## config.mk

```make
export PLATFORM = sky130hd
export DESIGN_NAME = ball_collision_unit
export DESIGN_NICKNAME = d
export VERILOG_FILES = /design/src/rtl/ball_collision_unit.sv
export SDC_FILE = /design/constraint.sdc
export NUM_CORES = 1
export LEC_CHECK = 0
export BUFFER_PORTS_ARGS = -buffer_cell sky130_fd_sc_hd__buf_2
export CAP_MARGIN = 20
export CORE_ASPECT_RATIO = 1.4
export CORE_UTILIZATION = 40
export DETAILED_ROUTE_END_ITERATION = 7
export PLACE_DENSITY = 0.67
export SKIP_CTS_REPAIR_TIMING = 1
export SYNTH_ARGS = -nofsm -noshare
export SYNTH_HDL_FRONTEND = slang
export SYNTH_SLANG_ARGS = --single-unit
```

## constraint.sdc

```tcl
create_clock -name clk -period 2.9 [get_ports clk]
set_input_delay 0.58 -clock clk [delete_from_list [all_inputs] [get_ports clk]]
set_output_delay 0.58 -clock clk [all_outputs]
set_load 0.1 [all_outputs]
```

## src/rtl/ball_collision_unit.sv

```systemverilog
// Per-tick collision detector for the pong ball: wall/paddle bounce pulses, miss pulses
// and a saturating rally hit counter, with per-axis lockout and post-miss recovery.
module ball_collision_unit #(
    parameter int unsigned BALL_SIZE  = 8,
    parameter int unsigned PADDLE_W   = 10,
    parameter int unsigned PADDLE_H   = 80,
    parameter int unsigned LPAD_X     = 20,
    parameter int unsigned RPAD_X     = 610,
    parameter int unsigned WALL_TOP   = 10,
    parameter int unsigned WALL_BOT   = 470,
    parameter int unsigned LOCKOUT    = 4,
    parameter int unsigned CENTRE_WIN = 16
) (
    input  logic       clk,
    input  logic       reset,
    input  logic       tick,
    input  logic [9:0] ball_x,
    input  logic [8:0] ball_y,
    input  logic [8:0] lpad_y,
    input  logic [8:0] rpad_y,
    output logic       v_col,
    output logic       h_col,
    output logic       miss_left,
    output logic       miss_right,
    output logic [7:0] hit_count
);

    localparam logic [0:0] PLAY    = 1'b0;
    localparam logic [0:0] RECOVER = 1'b1;

    localparam logic [10:0] LX_LO = 11'(LPAD_X);
    localparam logic [10:0] LX_HI = 11'(LPAD_X + PADDLE_W);
    localparam logic [10:0] RX_LO = 11'(RPAD_X);
    localparam logic [10:0] RX_HI = 11'(RPAD_X + PADDLE_W);
    localparam logic [10:0] CX_LO = 11'(320 - CENTRE_WIN);
    localparam logic [10:0] CX_HI = 11'(320 + CENTRE_WIN);
    localparam logic [9:0]  WT    = 10'(WALL_TOP);
    localparam logic [9:0]  WB    = 10'(WALL_BOT);
    localparam logic [3:0]  LOCK_LOAD = 4'(LOCKOUT);

    // Widened by one bit so edge sums never wrap.
    logic [10:0] bx, bx_r;
    logic [9:0]  by, by_b, lp_top, lp_bot, rp_top, rp_bot;

    assign bx     = {1'b0, ball_x};
    assign bx_r   = bx + 11'(BALL_SIZE);
    assign by     = {1'b0, ball_y};
    assign by_b   = by + 10'(BALL_SIZE);
    assign lp_top = {1'b0, lpad_y};
    assign lp_bot = lp_top + 10'(PADDLE_H);
    assign rp_top = {1'b0, rpad_y};
    assign rp_bot = rp_top + 10'(PADDLE_H);

    logic wall_hit, l_ovl, r_ovl, lhit, rhit, lmiss, rmiss, in_centre;

    assign wall_hit  = (by <= WT) | (by_b >= WB);
    assign l_ovl     = (by_b > lp_top) & (by < lp_bot);
    assign r_ovl     = (by_b > rp_top) & (by < rp_bot);
    assign lhit      = (bx >= LX_LO) & (bx <= LX_HI) & l_ovl;
    assign rhit      = (bx_r >= RX_LO) & (bx_r <= RX_HI) & r_ovl;
    assign lmiss     = (bx < LX_LO) & ~lhit;
    assign rmiss     = (bx_r > RX_HI) & ~rhit;
    assign in_centre = (bx >= CX_LO) & (bx <= CX_HI);

    logic [0:0] state_q, state_d;
    logic [3:0] v_lock_q, v_lock_d, h_lock_q, h_lock_d;
    logic [7:0] cnt_q, cnt_d;
    logic       v_col_q, v_col_d, h_col_q, h_col_d;
    logic       ml_q, ml_d, mr_q, mr_d;

    always_comb begin
        state_d  = state_q;
        v_lock_d = v_lock_q;
        h_lock_d = h_lock_q;
        cnt_d    = cnt_q;
        v_col_d  = 1'b0;
        h_col_d  = 1'b0;
        ml_d     = 1'b0;
        mr_d     = 1'b0;
        if (tick) begin
            if (v_lock_q != 4'd0) v_lock_d = v_lock_q - 4'd1;
            if (h_lock_q != 4'd0) h_lock_d = h_lock_q - 4'd1;
            if (state_q == PLAY) begin
                if (wall_hit && (v_lock_q == 4'd0)) begin
                    v_col_d  = 1'b1;
                    v_lock_d = LOCK_LOAD;
                end
                if ((lhit | rhit) && (h_lock_q == 4'd0)) begin
                    h_col_d  = 1'b1;
                    h_lock_d = LOCK_LOAD;
                    if (cnt_q != 8'hff) cnt_d = cnt_q + 8'd1;
                end
                if (lmiss) begin
                    ml_d    = 1'b1;
                    cnt_d   = 8'd0;
                    state_d = RECOVER;
                end else if (rmiss) begin
                    mr_d    = 1'b1;
                    cnt_d   = 8'd0;
                    state_d = RECOVER;
                end
            end else if (in_centre) begin
                state_d  = PLAY;
                v_lock_d = 4'd0;
                h_lock_d = 4'd0;
            end
        end
    end

    always_ff @(posedge clk or posedge reset) begin
        if (reset) begin
            state_q  <= PLAY;
            v_lock_q <= 4'd0;
            h_lock_q <= 4'd0;
            cnt_q    <= 8'd0;
            v_col_q  <= 1'b0;
            h_col_q  <= 1'b0;
            ml_q     <= 1'b0;
            mr_q     <= 1'b0;
        end else begin
            state_q  <= state_d;
            v_lock_q <= v_lock_d;
            h_lock_q <= h_lock_d;
            cnt_q    <= cnt_d;
            v_col_q  <= v_col_d;
            h_col_q  <= h_col_d;
            ml_q     <= ml_d;
            mr_q     <= mr_d;
        end
    end

    assign v_col      = v_col_q;
    assign h_col      = h_col_q;
    assign miss_left  = ml_q;
    assign miss_right = mr_q;
    assign hit_count  = cnt_q;

endmodule

```

==> reports/results.ini <==
[outcome]
outcome=complete, but fails checks
violations=negative setup slack

[critical_path]
critical_path.max_fanout=4
r2r-end=hit_count[7]
end_kind=flop
crit_type=in -> reg
cp.arrival_ns=3.10
path_cells=buf_8 -> a21oi_4 -> xnor2_1 -> ha_1 -> a22o_1 -> nor4_1 -> and3_1 -> o311a_1 -> nand3b_1 -> buf_6 -> a2111oi_4 -> o21ai_0 -> a21o_1
r2r_start=h_lock_q[0]
ff2ff_setup_slack_ns=0.34
path_buf_inv=2
cp_top_family=compound AO/OA/AOI/OAI gates
crit_path_max_incr_delay_ns=0.35
r2r_cells=9
slowest_stage=a2111oi_4
critPathRequiredTime_ns=3.06
start_kind=input port

[placement]
gp_congestion=0.818
portBuffers=51
hpwl_mm=5.50
dpl_cell_area_um2=3180

[logic_synthesis]
ys_async_sr_fraction_pct=100
syn_inst=296
synth_largest_area_cell=dfrtp_1
synth_edf_count=0
synth_ff_type=dfrtp_1
yosysWarnings=0
synth_area_leaders=dfrtp_1, ha_1, inv_1
seq_area_frac_synth_pct=21.2
post_synth.cell_area_avg_um2=8.38
synth.net_count=377
synth.top_cell.area_share_pct=21.2
synth_area_um2=2480
synth_seq_cells=21
ys_types=58

[floorplan]
boundaryPins=52
initial_core_util_pct=42.0
die_y_um=95.2
core-area_um2=5900
floorplan.rows=33
fp.dieW_um=68.5
die_area_um2=6520

[sta]
maxSlewViolCount=0
fin_crit_ns=2.93
fin_ws_ns=-0.0342
hold_viol_final=0
rsz0062_at_grt=yes
fin_worst_skew_ns=0.00447
fin_crit_sh_pct=101
tightest_slew_ns=0.803
finalSetupViolCount=2
slew_headroom_pct=46.4
max_clock_freq_mhz=341
holdWs_ns=0.450
fin_tns_setup_ns=-0.0437

[clocking]
cts.reportedPaths.clkPinSlew_ns=0.08
clkLatencyLatePin_ns=0.27
numCtsBuffers=3
cts_tree=yes
htreeDepth=1
root_buffer=clkbuf_8
cts_sinks=21
clockBufferDepth=2

[grt]
grt_pass1_vias=2584
grt_max_degree=22
antenna_found_initial=0
overflow=0
grt_pass1_wl_mm=10.9
grt_usage_pct=21.5

[detailed_routing]
drtIter0Drc=122
vias_per_cell=5.62
first_pass_iters=4
vias=2628
wl_per_cell_um=14.5
ant_nets=0
routed_wl_mm=6.81
drc=0

[cells_and_area]
nets=480
fillers=533
stdcell_area_um2=3520
multiInputGateArea_um2=2070
utilization_pct=59.6
drive_above_1_share_pct=36.7
area_growth_pct=41.9
diodes=0
seqCellArea_um2=526

[pwr]
cellPowerDensity_nw_per_um2=337
p_leak_nw=1.71
power_mw=1.18
peakVddDrop_mv=0.208

[job]
max_cap_viol_count=0

[min_path]
hp-class=in -> async

==> metrics by stage <==
stage / std cells / setup slack [ns]
final: 468 / -0.0342
after global routing: 468 / -0.194
after detailed placement: 460 / -0.427
after CTS: 464 / -0.149
after floorplan: 296 / -0.0805
after global placement: 460 / -0.365
==> layer usage <==
layer,GRT usage (%),routed length (µm),up-vias
met1,23.1,2710,1245
met5,0,0,-
li1,-,-,1305
met3,1.67,202,15
met2,41.7,3730,63
met4,7.81,170,0
==> kinds of logic after synthesis <==
logic type                 after synthesis  synth area share, %
adders and majority gates               42                 21.1
xor gates and xnor gates                10                 3.53
and+or+nand+nor                         94                 22.3
DFF                                     21                 21.2
buffers and inverters                   37                 5.60
AOI/OAI and AO/OA                       90                 25.4
muxes                                    2                0.908
==> Yosys cell counts (all sizes together) (4+ instances only) <==
library cell / number
nand2: 16
nand3: 13
inv: 37
nor2b: 6
a21boi: 5
o21ai: 22
dfrtp: 21
a22o: 5
o211ai: 4
nor3: 8
nand2b: 10
ha: 41
xor2: 5
a21oi: 16
a211oi: 12
nor2: 12
and3: 8
xnor2: 5
==> cell usage in the layout, fill, tap and decap left out, types with 3 or more instances in the layout <==
master,n
buf_2,46
buf_4,45
inv_1,35
ha_1,33
dfrtp_1,21
nand2_1,15
nor2_1,11
a21oi_1,11
o21ai_0,11
a211oi_1,10
nand3_1,10
o21ai_1,10
nand2b_1,9
nor3_1,7
nor2b_1,6
ha_4,6
and3_1,5
a22o_1,5
a21boi_1,4
o211ai_1,4
xnor2_1,4
a31oi_1,3
a21oi_4,3
nor4_1,3
and3_4,3
nand3_2,3
nand4_1,3
a21o_1,3
a211o_1,3
nand3b_1,3
clkbuf_8,3
buf_8,3
buf_6,3
==> power breakdown <==
part | leakage, nW | total (mW) | internal [mW] | switching, mW
clock | 0.0255 | 0.199 | 0.0960 | 0.103
combinational | 1.41 | 0.581 | 0.289 | 0.293
sequential | 0.275 | 0.404 | 0.348 | 0.0559
total | 1.71 | 1.18 | 0.733 | 0.452
==> final cells by class <==
cell class,count,area share [%]
multi-input cells,238,58.7
repair buffers,98,18.6
flip-flops and latches,21,14.9
inverters,37,3.95
well taps,70,2.49
clock buffers,3,1.17
clock inverters,1,0.142
==> state kept, by name, summed over array words and instances (netlist names) <==
signal      count
h_col           1
h_lock_q        4
hit_count       8
miss_left       1
miss_right      1
state_q         1
v_col           1
v_lock_q        4
==> worst max path at each step <==
stage                   start  depth (start not counted)      endpoint  slack (ns)
floorplan           ball_y[3]                         12  hit_count[0]       -0.08
global placement    rpad_y[4]                         13  hit_count[7]       -0.36
detailed placement  rpad_y[4]                         13  hit_count[7]       -0.43
CTS                 rpad_y[4]                         13  hit_count[7]       -0.15
global route        lpad_y[4]                         13  hit_count[7]       -0.19
finish              lpad_y[4]                         13  hit_count[7]       -0.03
No activity file was read; power rests on OpenSTA's default activity.
